$ cat src/rtl/ps2_scancode_receiver_if.sv
// Scancode bus from the PS/2 receiver to the keyboard command controller.
interface ps2_scancode_receiver_if;
  logic [7:0] scancode;
  logic       valid;
  logic       extended;
  logic       break_code;
  logic       parity_error;
  logic       frame_error;

  modport master (
    output scancode,
    output valid,
    output extended,
    output break_code,
    output parity_error,
    output frame_error
  );

  modport slave (
    input scancode,
    input valid,
    input extended,
    input break_code,
    input parity_error,
    input frame_error
  );
endinterface

$ cat src/rtl/ps2_scancode_receiver.sv
// PS/2 device-to-host receiver: pin conditioning, 11-bit frame deserialiser,
// parity/framing checks and optional E0/F0 prefix and break stripping.
module ps2_scancode_receiver #(
  parameter int unsigned FILTER_LEN     = 4,
  parameter int unsigned TIMEOUT_CYCLES = 20000,
  parameter int unsigned SUPPRESS_BREAK = 1
) (
  input  logic                    clock,
  input  logic                    reset,
  input  logic                    ps2_clock,
  input  logic                    ps2_data,
  ps2_scancode_receiver_if.master bus
);

  localparam logic [1:0] IDLE   = 2'd0;
  localparam logic [1:0] DATA   = 2'd1;
  localparam logic [1:0] PARITY = 2'd2;
  localparam logic [1:0] STOP   = 2'd3;

  localparam int unsigned TW       = $clog2(TIMEOUT_CYCLES + 1);
  localparam bit          SUPPRESS = (SUPPRESS_BREAK != 0);

  logic [1:0]    clk_sync;
  logic [1:0]    dat_sync;
  logic          clk_filt;
  logic          clk_filt_d;
  logic [3:0]    filt_cnt;
  logic          fall;

  logic [1:0]    state;
  logic [2:0]    bit_cnt;
  logic [7:0]    shift;
  logic          par_bit;
  logic          ext_flag;
  logic          brk_flag;
  logic [TW-1:0] tmo_cnt;

  logic [7:0]    scancode_q;
  logic          valid_q;
  logic          extended_q;
  logic          break_q;
  logic          perr_q;
  logic          ferr_q;

  logic          is_e0;
  logic          is_f0;
  logic          par_ok;
  logic          emit;

  // Two-flop synchronisers on both raw pins; idle level of the bus is high.
  always_ff @(posedge clock) begin
    if (!reset) begin
      clk_sync <= '1;
      dat_sync <= '1;
    end else begin
      clk_sync <= {clk_sync[0], ps2_clock};
      dat_sync <= {dat_sync[0], ps2_data};
    end
  end

  // Deglitch the clock: change level only after FILTER_LEN consecutive differing samples.
  always_ff @(posedge clock) begin
    if (!reset) begin
      clk_filt   <= 1'b1;
      clk_filt_d <= 1'b1;
      filt_cnt   <= '0;
    end else begin
      clk_filt_d <= clk_filt;
      if (clk_sync[1] != clk_filt) begin
        if (filt_cnt == 4'(FILTER_LEN - 1)) begin
          clk_filt <= clk_sync[1];
          filt_cnt <= '0;
        end else begin
          filt_cnt <= filt_cnt + 4'd1;
        end
      end else begin
        filt_cnt <= '0;
      end
    end
  end

  assign fall = clk_filt_d & ~clk_filt;

  // Frame classification of the byte held in the shifter at the stop bit.
  always_comb begin
    is_e0  = (shift == 8'hE0);
    is_f0  = (shift == 8'hF0);
    par_ok = ^{par_bit, shift};
    emit   = !SUPPRESS || (!is_e0 && !is_f0 && !brk_flag);
  end

  // Frame FSM, timeout supervision, prefix tracking and output pulses.
  always_ff @(posedge clock) begin
    if (!reset) begin
      state      <= IDLE;
      bit_cnt    <= '0;
      shift      <= '0;
      par_bit    <= 1'b0;
      ext_flag   <= 1'b0;
      brk_flag   <= 1'b0;
      tmo_cnt    <= '0;
      scancode_q <= '0;
      valid_q    <= 1'b0;
      extended_q <= 1'b0;
      break_q    <= 1'b0;
      perr_q     <= 1'b0;
      ferr_q     <= 1'b0;
    end else begin
      valid_q <= 1'b0;
      perr_q  <= 1'b0;
      ferr_q  <= 1'b0;
      // A fall event takes precedence over an expiring timeout in the same cycle.
      if (fall) begin
        tmo_cnt <= '0;
        case (state)
          IDLE: begin
            if (!dat_sync[1]) begin
              state   <= DATA;
              bit_cnt <= '0;
            end
          end
          DATA: begin
            shift   <= {dat_sync[1], shift[7:1]};
            bit_cnt <= bit_cnt + 3'd1;
            if (bit_cnt == 3'd7) begin
              state <= PARITY;
            end
          end
          PARITY: begin
            par_bit <= dat_sync[1];
            state   <= STOP;
          end
          STOP: begin
            state <= IDLE;
            if (!dat_sync[1]) begin
              ferr_q   <= 1'b1;
              ext_flag <= 1'b0;
              brk_flag <= 1'b0;
            end else if (!par_ok) begin
              perr_q   <= 1'b1;
              ext_flag <= 1'b0;
              brk_flag <= 1'b0;
            end else begin
              if (emit) begin
                valid_q    <= 1'b1;
                scancode_q <= shift;
                extended_q <= ext_flag;
                break_q    <= SUPPRESS ? 1'b0 : brk_flag;
              end
              if (is_e0) begin
                ext_flag <= 1'b1;
              end else if (is_f0) begin
                brk_flag <= 1'b1;
              end else begin
                ext_flag <= 1'b0;
                brk_flag <= 1'b0;
              end
            end
          end
          default: state <= IDLE;
        endcase
      end else if (state != IDLE) begin
        if (tmo_cnt == TW'(TIMEOUT_CYCLES - 1)) begin
          state    <= IDLE;
          tmo_cnt  <= '0;
          ferr_q   <= 1'b1;
          ext_flag <= 1'b0;
          brk_flag <= 1'b0;
        end else begin
          tmo_cnt <= tmo_cnt + 1'b1;
        end
      end
    end
  end

  assign bus.scancode     = scancode_q;
  assign bus.valid        = valid_q;
  assign bus.extended     = extended_q;
  assign bus.break_code   = break_q;
  assign bus.parity_error = perr_q;
  assign bus.frame_error  = ferr_q;

endmodule

$ cat src/flat_wrapper.sv
// flat-port wrapper written by rule: the top's interface ports become plain ports
module ps2_scancode_receiver_flat 
#(
  parameter int unsigned FILTER_LEN     = 4,
  parameter int unsigned TIMEOUT_CYCLES = 20000,
  parameter int unsigned SUPPRESS_BREAK = 1
)
  (clock, reset, ps2_clock, ps2_data, bus_scancode, bus_valid, bus_extended, bus_break_code, bus_parity_error, bus_frame_error);
  ps2_scancode_receiver_if bus_i ();
  input  logic clock;
  input  logic reset;
  input  logic ps2_clock;
  input  logic ps2_data;
  output wire logic [$bits(bus_i.scancode)-1:0] bus_scancode;
  output wire logic [$bits(bus_i.valid)-1:0] bus_valid;
  output wire logic [$bits(bus_i.extended)-1:0] bus_extended;
  output wire logic [$bits(bus_i.break_code)-1:0] bus_break_code;
  output wire logic [$bits(bus_i.parity_error)-1:0] bus_parity_error;
  output wire logic [$bits(bus_i.frame_error)-1:0] bus_frame_error;
  assign bus_scancode = bus_i.scancode;
  assign bus_valid = bus_i.valid;
  assign bus_extended = bus_i.extended;
  assign bus_break_code = bus_i.break_code;
  assign bus_parity_error = bus_i.parity_error;
  assign bus_frame_error = bus_i.frame_error;
  ps2_scancode_receiver #(.FILTER_LEN(FILTER_LEN), .TIMEOUT_CYCLES(TIMEOUT_CYCLES), .SUPPRESS_BREAK(SUPPRESS_BREAK)) u_core (.clock(clock), .reset(reset), .ps2_clock(ps2_clock), .ps2_data(ps2_data), .bus(bus_i));
endmodule
$ cat config.mk
export PLATFORM = sky130hd
export DESIGN_NAME = ps2_scancode_receiver_flat
export DESIGN_NICKNAME = d
export VERILOG_FILES = /design/src/rtl/ps2_scancode_receiver_if.sv /design/src/rtl/ps2_scancode_receiver.sv /design/src/flat_wrapper.sv
export SDC_FILE = /design/constraint.sdc
export NUM_CORES = 1
export LEC_CHECK = 0
export CAP_MARGIN = 20
export CORE_AREA = 2 2 52 91
export DETAILED_ROUTE_END_ITERATION = 16
export DIE_AREA = 0 0 54 93
export PLACE_DENSITY = 0.87
export SYNTH_ARGS = -nofsm -noshare
export SYNTH_HDL_FRONTEND = slang
export SYNTH_SLANG_ARGS = --single-unit
$ cat constraint.sdc
create_clock -name clock -period 2.65 [get_ports clock]
set_clock_uncertainty 0.15 [all_clocks]
set_input_delay 0.53 -clock clock [delete_from_list [all_inputs] [get_ports clock]]
set_output_delay 0.53 -clock clock [all_outputs]
set_load 0.02 [all_outputs]
==> implementation parameters, run 1 <==
Parameter                              Value

Synth
  Mux contribution to synthesized area ... 0.02081
  Adder-cell share of the synthesized area ... 0.07284
  Distinct cells, synth ... 38
  Simple-gate area share of the yosys netlist ... 0.2508
  Sequential-to-total area share from yosys stat ... 0.4412
  Syn Inst Count ... 263
  Cell Area, Synth ... between 2000 and 2500 sq um
  Synth Warn # ... 0
  Share of the synthesized netlist area taken by xor and xnor gates ... 0.07856
  Async set-or-reset flop fraction in the synthesized netlist ... 0
  Synthesized-area fraction occupied by ao, oa, aoi and oai cells ... 0.08689
  Dominant synthesized flop cell ... dfxtp_1
  Mean instance size in the synthesized netlist ... 9.144 sq um
  Count of state elements after synthesis ... 53
  Main combinational cell family by area after synthesis ... simple AND/OR/NAND/NOR gates
  Post-synth EDFFs ... 0
  Total nets after synthesis ... roughly 280

Route
  Antenna violation net count after detailed routing ... 0
  DR iter-0 viols ... 23
  Post-DR wirelength/cell ... about 12 um
  Vias ... roughly 1800
  Remaining routing DRC violations ... 0
  Number of vias per cell after detailed routing ... about 5.4
  Length of the first detailed-routing pass in iterations ... 4
  Total Wirelength ... between 4000 and 5000 um

Setup path
  Path length in cells of the critical path ... 7
  Worst Reg2Reg Path Length in Cells ... 7
  Terminus of the critical flop-to-flop path ... u_core.brk_flag
  Stage delay of the slowest cell on the critical path ... approximately 520 ps
  WS Path Type ... reg -> reg
  Max stage delay cell, worst path ... nor4_1
  Delay-heaviest family, CP ... simple AND/OR/NAND/NOR gates
  Internal reg-to-reg setup slack ... 380 ps
  Arrival time reported for the critical path endpoint ... between 2000 and 2500 ps
  Largest driver fanout on the critical path ... 4
  Worst path cell trace ... inv_1, ha_1, xnor3_1, xnor2_1, nor4_1, nand4b_1, o211ai_1
  Crit. End Element ... register
  R2R Path Start ... u_core.shift[1]
  Capturing element of the worst setup path ... u_core.brk_flag
  Worst endpoint required time ... roughly 2700 ps
  Setup crit start ... u_core.shift[1]
  Number of buffer and inverter instances along the worst setup path ... 1
  Critical Path Start Type ... register

Pwr
  Total leakage power ... 0.9749 nW
  Power per cell area ... between 400 and 500 nW/um^2
  Worst-case vdd ir drop ... 0.4255 mV

Clocking
  Clock transition at the registers of the reported paths ... 100 ps
  Clock network latency to the later pin of the worst-skew pair ... 310 ps
  Sink count of the clock tree ... 53
  Clock tree root driver cell ... clkbuf_8
  Max Root-Sink Buffers ... 2
  Number of setup buffers added after CTS ... 0
  Number of gates resized after cts ... 0
  Cts bufs inserted ... 5
  Clock tree from TritonCTS ... yes
  Cts hold-fix bufs ... 0
  # H-tree levels ... 2

Timing
  Unrepaired setup endpoints after global routing ... no
  Achievable Freq ... 0.4404 GHz
  Relative max-transition margin ... 0.6188
  Total negative setup slack ... 0 ps
  Setup violation total in the final timing report ... 0
  Hold violation count in the final report ... 0
  Final clock period utilization by the worst path ... 0.8569
  Pins Over Slew Limit ... 0
  Minimum clock period ... between 2000 and 2500 ps
  Actual slew at the worst max-slew pin ... about 570 ps

GRT
  Maximum number of pins on one net before global-route repair ... 24
  Total global routing overflow ... 0
  Number of antenna violations at the first check in global routing ... 0
  Met2 track demand over resource in global routing ... 0.3384
  First-pass GRT wire length ... about 6900 um
  Met1 Track Usage GR ... 0.1842
  Global-route track usage on met3 ... 0.03514
  Most congested layer reported by global routing ... met2
  GR Util All Layers ... 0.1838
  Vias in the first global route ... 1688

Place
  Dpl hpwl ... roughly 3000 um
  Count of input and output buffers ... 15
  Placer's final routability congestion estimate ... slightly below 0.8
  Post-placement cell count ... around 320

Floorplan
  Die width ... roughly 54 um
  Starting Density ... 0.5561
  Core Footprint ... roughly 4300 sq um
  Total number of placement rows ... 32
  Number of placed I/O pins ... 17
  Die area ... ~5000 sq um
  DIE HEIGHT ... 93 um

Status
  Outcome ... completed

Finish
  Area Growth Syn to Fin ... 10.87%
  Total number of nets in the final design ... 295
  N_diodes ... 0
  Core Util, Final ... 0.6166
  Filler Cell Count ... 376
  Number of cells in the finished layout apart from fillers ... approximately 330
  Share of final-layout standard cells stronger than drive strength 1 ... 0.1007

Run
  Max-cap check violation count ... 0

Worst hold path
  HP Class ... reg -> reg
[power by group]
part           leakage, nW  total, mW  internal [mW]  switching (mW)
logic                0.503     0.0286        0.00915          0.0195
clock network       0.0445      0.455          0.188           0.268
registers            0.428      0.801          0.799         0.00249
[metal layers]
metal,up-vias,routed length [um]
met1,850,1604
met2,18,2250
li1,914,-
met5,-,0
met4,0,95
met3,6,87
[state kept, by name, indices dropped and copies added (netlist names)]
name / flops
u_core.shift: 8
u_core.clk_sync: 2
u_core.ext_flag: 1
u_core.bit_cnt: 3
u_core.brk_flag: 1
u_core.bus.scancode: 8
u_core.bus.frame_error: 1
u_core.bus.valid: 1
u_core.filt_cnt: 4
u_core.bus.parity_error: 1
u_core.tmo_cnt: 15
u_core.par_bit: 1
u_core.state: 2
u_core.bus.extended: 1
u_core.clk_filt_d: 1
u_core.dat_sync: 2
u_core.clk_filt: 1
[logic make-up (layout without fill, tap and decap cells)]
group,after synthesis,after routing
AOI/OAI and AO/OA,27,27
xor gates and xnor gates,20,20
adders and majority gates,14,14
buffers and inverters,22,37
DFF,53,53
muxes,5,5
other,1,1
and+or+nand+nor,121,121
[per-stage QoR]
step	instance area [sq um]	setup WS, ps	hold WS, ps	power, mW
after CTS	2666	371.6	276.5	1.303
after global routing	2666	171.9	289.4	1.334
after floorplan	2405	464.2	236.3	0.8394
final	2666	379.2	273.8	1.286
after global placement	2576	453.2	242.1	0.8482
after detailed placement	2576	389.3	251.6	0.8491
[cell usage in the layout (no fill, tap or decap), drive strengths merged, types with 6 or more instances in the layout]
cell type,n
ha,14
o21ai,6
nand2b,9
clkdlybuf4s50,15
nand2,19
xor2,14
inv,10
a21oi,9
nand3,27
dfxtp,53
nor2,43
[cell type report]
type                    count  area [sq um]  share of cell area
repair buffers             20         187.7             0.07039
well taps                  51         63.81             0.02393
flip-flops and latches     53          1061              0.3979
multi-input cells         188          1230              0.4613
clock inverters             3         21.27            0.007977
inverters                   9         33.78             0.01267
clock buffers               5         68.82             0.02581
[how the worst min path moves through the flow]
stage	startpoint	end	slack (ps)	cells past startpoint
3_5_place_dp	u_core.dat_sync[0]	u_core.dat_sync[1]	250	1
2_1_floorplan	u_core.clk_sync[0]	u_core.clk_sync[1]	240	1
5_1_grt	u_core.dat_sync[0]	u_core.dat_sync[1]	290	1
3_3_place_gp	u_core.clk_sync[0]	u_core.clk_sync[1]	240	1
6_report	u_core.clk_sync[0]	u_core.clk_sync[1]	270	1
4_1_cts	u_core.dat_sync[0]	u_core.dat_sync[1]	280	1
[cells in the mapped netlist, types with 4 or more instances]
cell type	instances	share of area
dfxtp_1	53	0.44
nor2_1	43	0.067
nand3_1	22	0.046
nand2_1	19	0.030
ha_1	14	0.073
xor2_1	14	0.051
a21oi_1	9	0.019
inv_1	9	0.014
nand2b_1	9	0.023
clkbuf_1	7	0.011
mux2i_1	5	0.021
nand3_2	5	0.021
nand4_1	5	0.013
o31ai_2	5	0.026
xnor2_1	5	0.018
nor3_1	4	0.0083
o21ai_2	4	0.015
(Power assumes the default switching activity.)
==> run 2, diff against run 1 <==
- CORE_AREA: 2 2 52 91 -> 2 2 66 115
- DIE_AREA: 0 0 54 93 -> 0 0 68 117
- PLACE_DENSITY: 0.87 -> 0.62
- clock period: 2.65 -> 2.42 ns (I/O delays scaled with it)
==> implementation parameters, run 2 (synthesis gave the netlist of run 1 again) <==
Parameter                              Value

Setup path
  Setup crit start ... u_core.shift[1] (unchanged)
  Crit. End Element ... register (unchanged)
  Worst endpoint required time ... 2450 ps (was 2740 ps)
  Arrival time reported for the critical path endpoint ... 2260 ps (was 2360 ps)
  Critical Path Start Type ... register (unchanged)
  WS Path Type ... reg -> reg (unchanged)
  Largest driver fanout on the critical path ... 19 (was 4)
  R2R Path Start ... u_core.shift[1] (unchanged)

Finish
  Share of final-layout standard cells stronger than drive strength 1 ... 0.1036 (was 0.1007)
  Most frequent cells in the layout ... dfxtp_1, nor2_1, nand3_1 (unchanged)
  N_diodes ... 0 (unchanged)
  Area Growth Syn to Fin ... 16.55% (was 10.87%)
  Largest register by flop count ... u_core.tmo_cnt (unchanged)
  Max reg flops ... 15 (unchanged)
  Most common library cell in the layout ignoring fill and taps ... dfxtp_1 (unchanged)
  Fin area ... 2803 sq um (was 2666 sq um)
  Total number of nets in the final design ... 297 (was 295)

Floorplan
  Die width ... 68 um (was 54 um)
  Number of placed I/O pins ... 17 (unchanged)
  Core Footprint ... 7079 sq um (was 4324 sq um)
  Die area ... 7956 sq um (was 5022 sq um)
  Total number of placement rows ... 41 (was 32)
  Starting Density ... 0.3397 (was 0.5561)
  DIE HEIGHT ... 117 um (was 93 um)

Pwr
  Design Power ... 1.711 mW (was 1.286 mW)
  Power per cell area ... 610.5 nW/um^2 (was 482.1 nW/um^2)
  Worst-case vdd ir drop ... 0.2432 mV (was 0.4255 mV)
  Total leakage power ... 1.022 nW (was 0.9749 nW)

Route
  Length of the first detailed-routing pass in iterations ... 4 (unchanged)
  Total Wirelength ... 4278 um (was 4038 um)
  M1 WL ... 1702 um (was 1604 um)
  DR iter-0 viols ... 47 (was 23)
  Post-DR wirelength/cell ... 11.69 um (was 12.27 um)
  Met3 Wirelength ... 106 um (was 87 um)
  Remaining routing DRC violations ... 0 (unchanged)
  Met2 WL post-DR ... 2374 um (was 2250 um)
  Antenna violation net count after detailed routing ... 0 (unchanged)
  Topmost layer with routed signal wires ... met4 (unchanged)
  Vias ... 1768 (was 1788)
  Number of vias per cell after detailed routing ... 4.831 (was 5.435)

Clocking
  Clock tree from TritonCTS ... yes (unchanged)
  Clock transition at the registers of the reported paths ... 70 ps (was 100 ps)
  Sink count of the clock tree ... 53 (unchanged)
  Cts hold-fix bufs ... 0 (unchanged)
  Clock tree root driver cell ... clkbuf_16 (was clkbuf_8)
  Number of gates resized after cts ... 0 (unchanged)
  Number of setup buffers added after CTS ... 0 (unchanged)
  Cts bufs inserted ... 5 (unchanged)
  Clock network latency to the later pin of the worst-skew pair ... 290 ps (was 310 ps)
  # H-tree levels ... 2 (unchanged)
  Max Root-Sink Buffers ... 2 (unchanged)

Place
  Dpl hpwl ... 3214 um (was 3032 um)
  Placer's final routability congestion estimate ... 0.7252 (was 0.7931)
  Placed standard-cell area ... 2635 sq um (was 2576 sq um)
  Count of input and output buffers ... 15 (unchanged)
  Pre-CTS setup slack ... 185.7 ps (was 389.3 ps)

Timing
  Hold violation count in the final report ... 0 (unchanged)
  Unrepaired setup endpoints after global routing ... no (unchanged)
  Actual slew at the worst max-slew pin ... 585.3 ps (was 566.5 ps)
  Pins Over Slew Limit ... 0 (unchanged)
  Final worst setup slack ... 187.0 ps (was 379.2 ps)
  Total negative setup slack ... 0 ps (unchanged)
  Setup violation total in the final timing report ... 0 (unchanged)
  Achievable Freq ... 0.4478 GHz (was 0.4404 GHz)
  Final clock period utilization by the worst path ... 0.9227 (was 0.8569)
  Minimum clock period ... 2233 ps (was 2271 ps)
  Relative max-transition margin ... 0.6098 (was 0.6188)

GRT
  Number of antenna violations at the first check in global routing ... 0 (unchanged)
  Total global routing overflow ... 0 (unchanged)
  Vias in the first global route ... 1752 (was 1688)
  GR Util All Layers ... 0.1236 (was 0.1838)
  Maximum number of pins on one net before global-route repair ... 24 (unchanged)
  First-pass GRT wire length ... 7603 um (was 6941 um)

Worst hold path
  HP Class ... reg -> reg (unchanged)
  Worst min-delay path startpoint ... u_core.clk_sync[0] (unchanged)

Status
  Outcome ... completed (unchanged)

Run
  Max-cap check violation count ... 0 (unchanged)
run 2: cell types whose count changed in the layout (fill, tap and decap cells not counted), sizes merged:
cell,before,now
buf,5,7
bufinv,0,1
clkbuf,5,6
clkinvlp,1,0
inv,10,9
run 2: critical path, stage by stage, from the launching register on:
cell,delay (ps)
dfxtp_1,330
inv_1,70
ha_1,290
xnor3_1,350
xnor2_1,170
or3_1,360
buf_4,220
nand3_1,120
o21ai_2,50
run 2: stage by stage:
step | util | instances | hold slack (ps)
floorplan | - | 263 | 236.3
global placement | 0.3722 | 358 | 241.2
detailed placement | 0.3722 | 358 | 251.1
CTS | 0.3959 | 366 | 273.2
global route | 0.3959 | 366 | 286.6
finish | 0.3959 | 366 | 265.7
run 2: worst paths after layout:
path | end | slack (ps) | cells after the start
max | u_core.bus.scancode[5] | 190 | 8
min | u_core.clk_sync[1] | 270 | 1
max reg2reg | u_core.bus.scancode[5] | 190 | 8
min reg2reg | u_core.clk_sync[1] | 270 | 1
run 2: final cells by class:
type,count,area [sq um]
Sequential cell,53,1061
Multi-Input combinational cell,188,1230
Inverter,9,33.78
Clock inverter,2,38.79
Timing Repair Buffer,22,202.7
Clock buffer,6,128.9
Fill cell,729,4277
Tap cell,86,107.6
run 2: per-layer routing:
| layer | GRT usage | vias up |
|---|---|---|
| li1 | - | 914 |
| met1 | 0.1299 | 832 |
| met2 | 0.2252 | 14 |
| met3 | 0.02868 | 8 |
| met4 | 0.05600 | 0 |
| met5 | 0 | - |
run 2: power by group:
group          leakage (nW)  switching, mW  internal, mW
logic                 0.513         0.0216        0.0111
clock network        0.0810          0.310         0.490
registers             0.428        0.00277         0.875
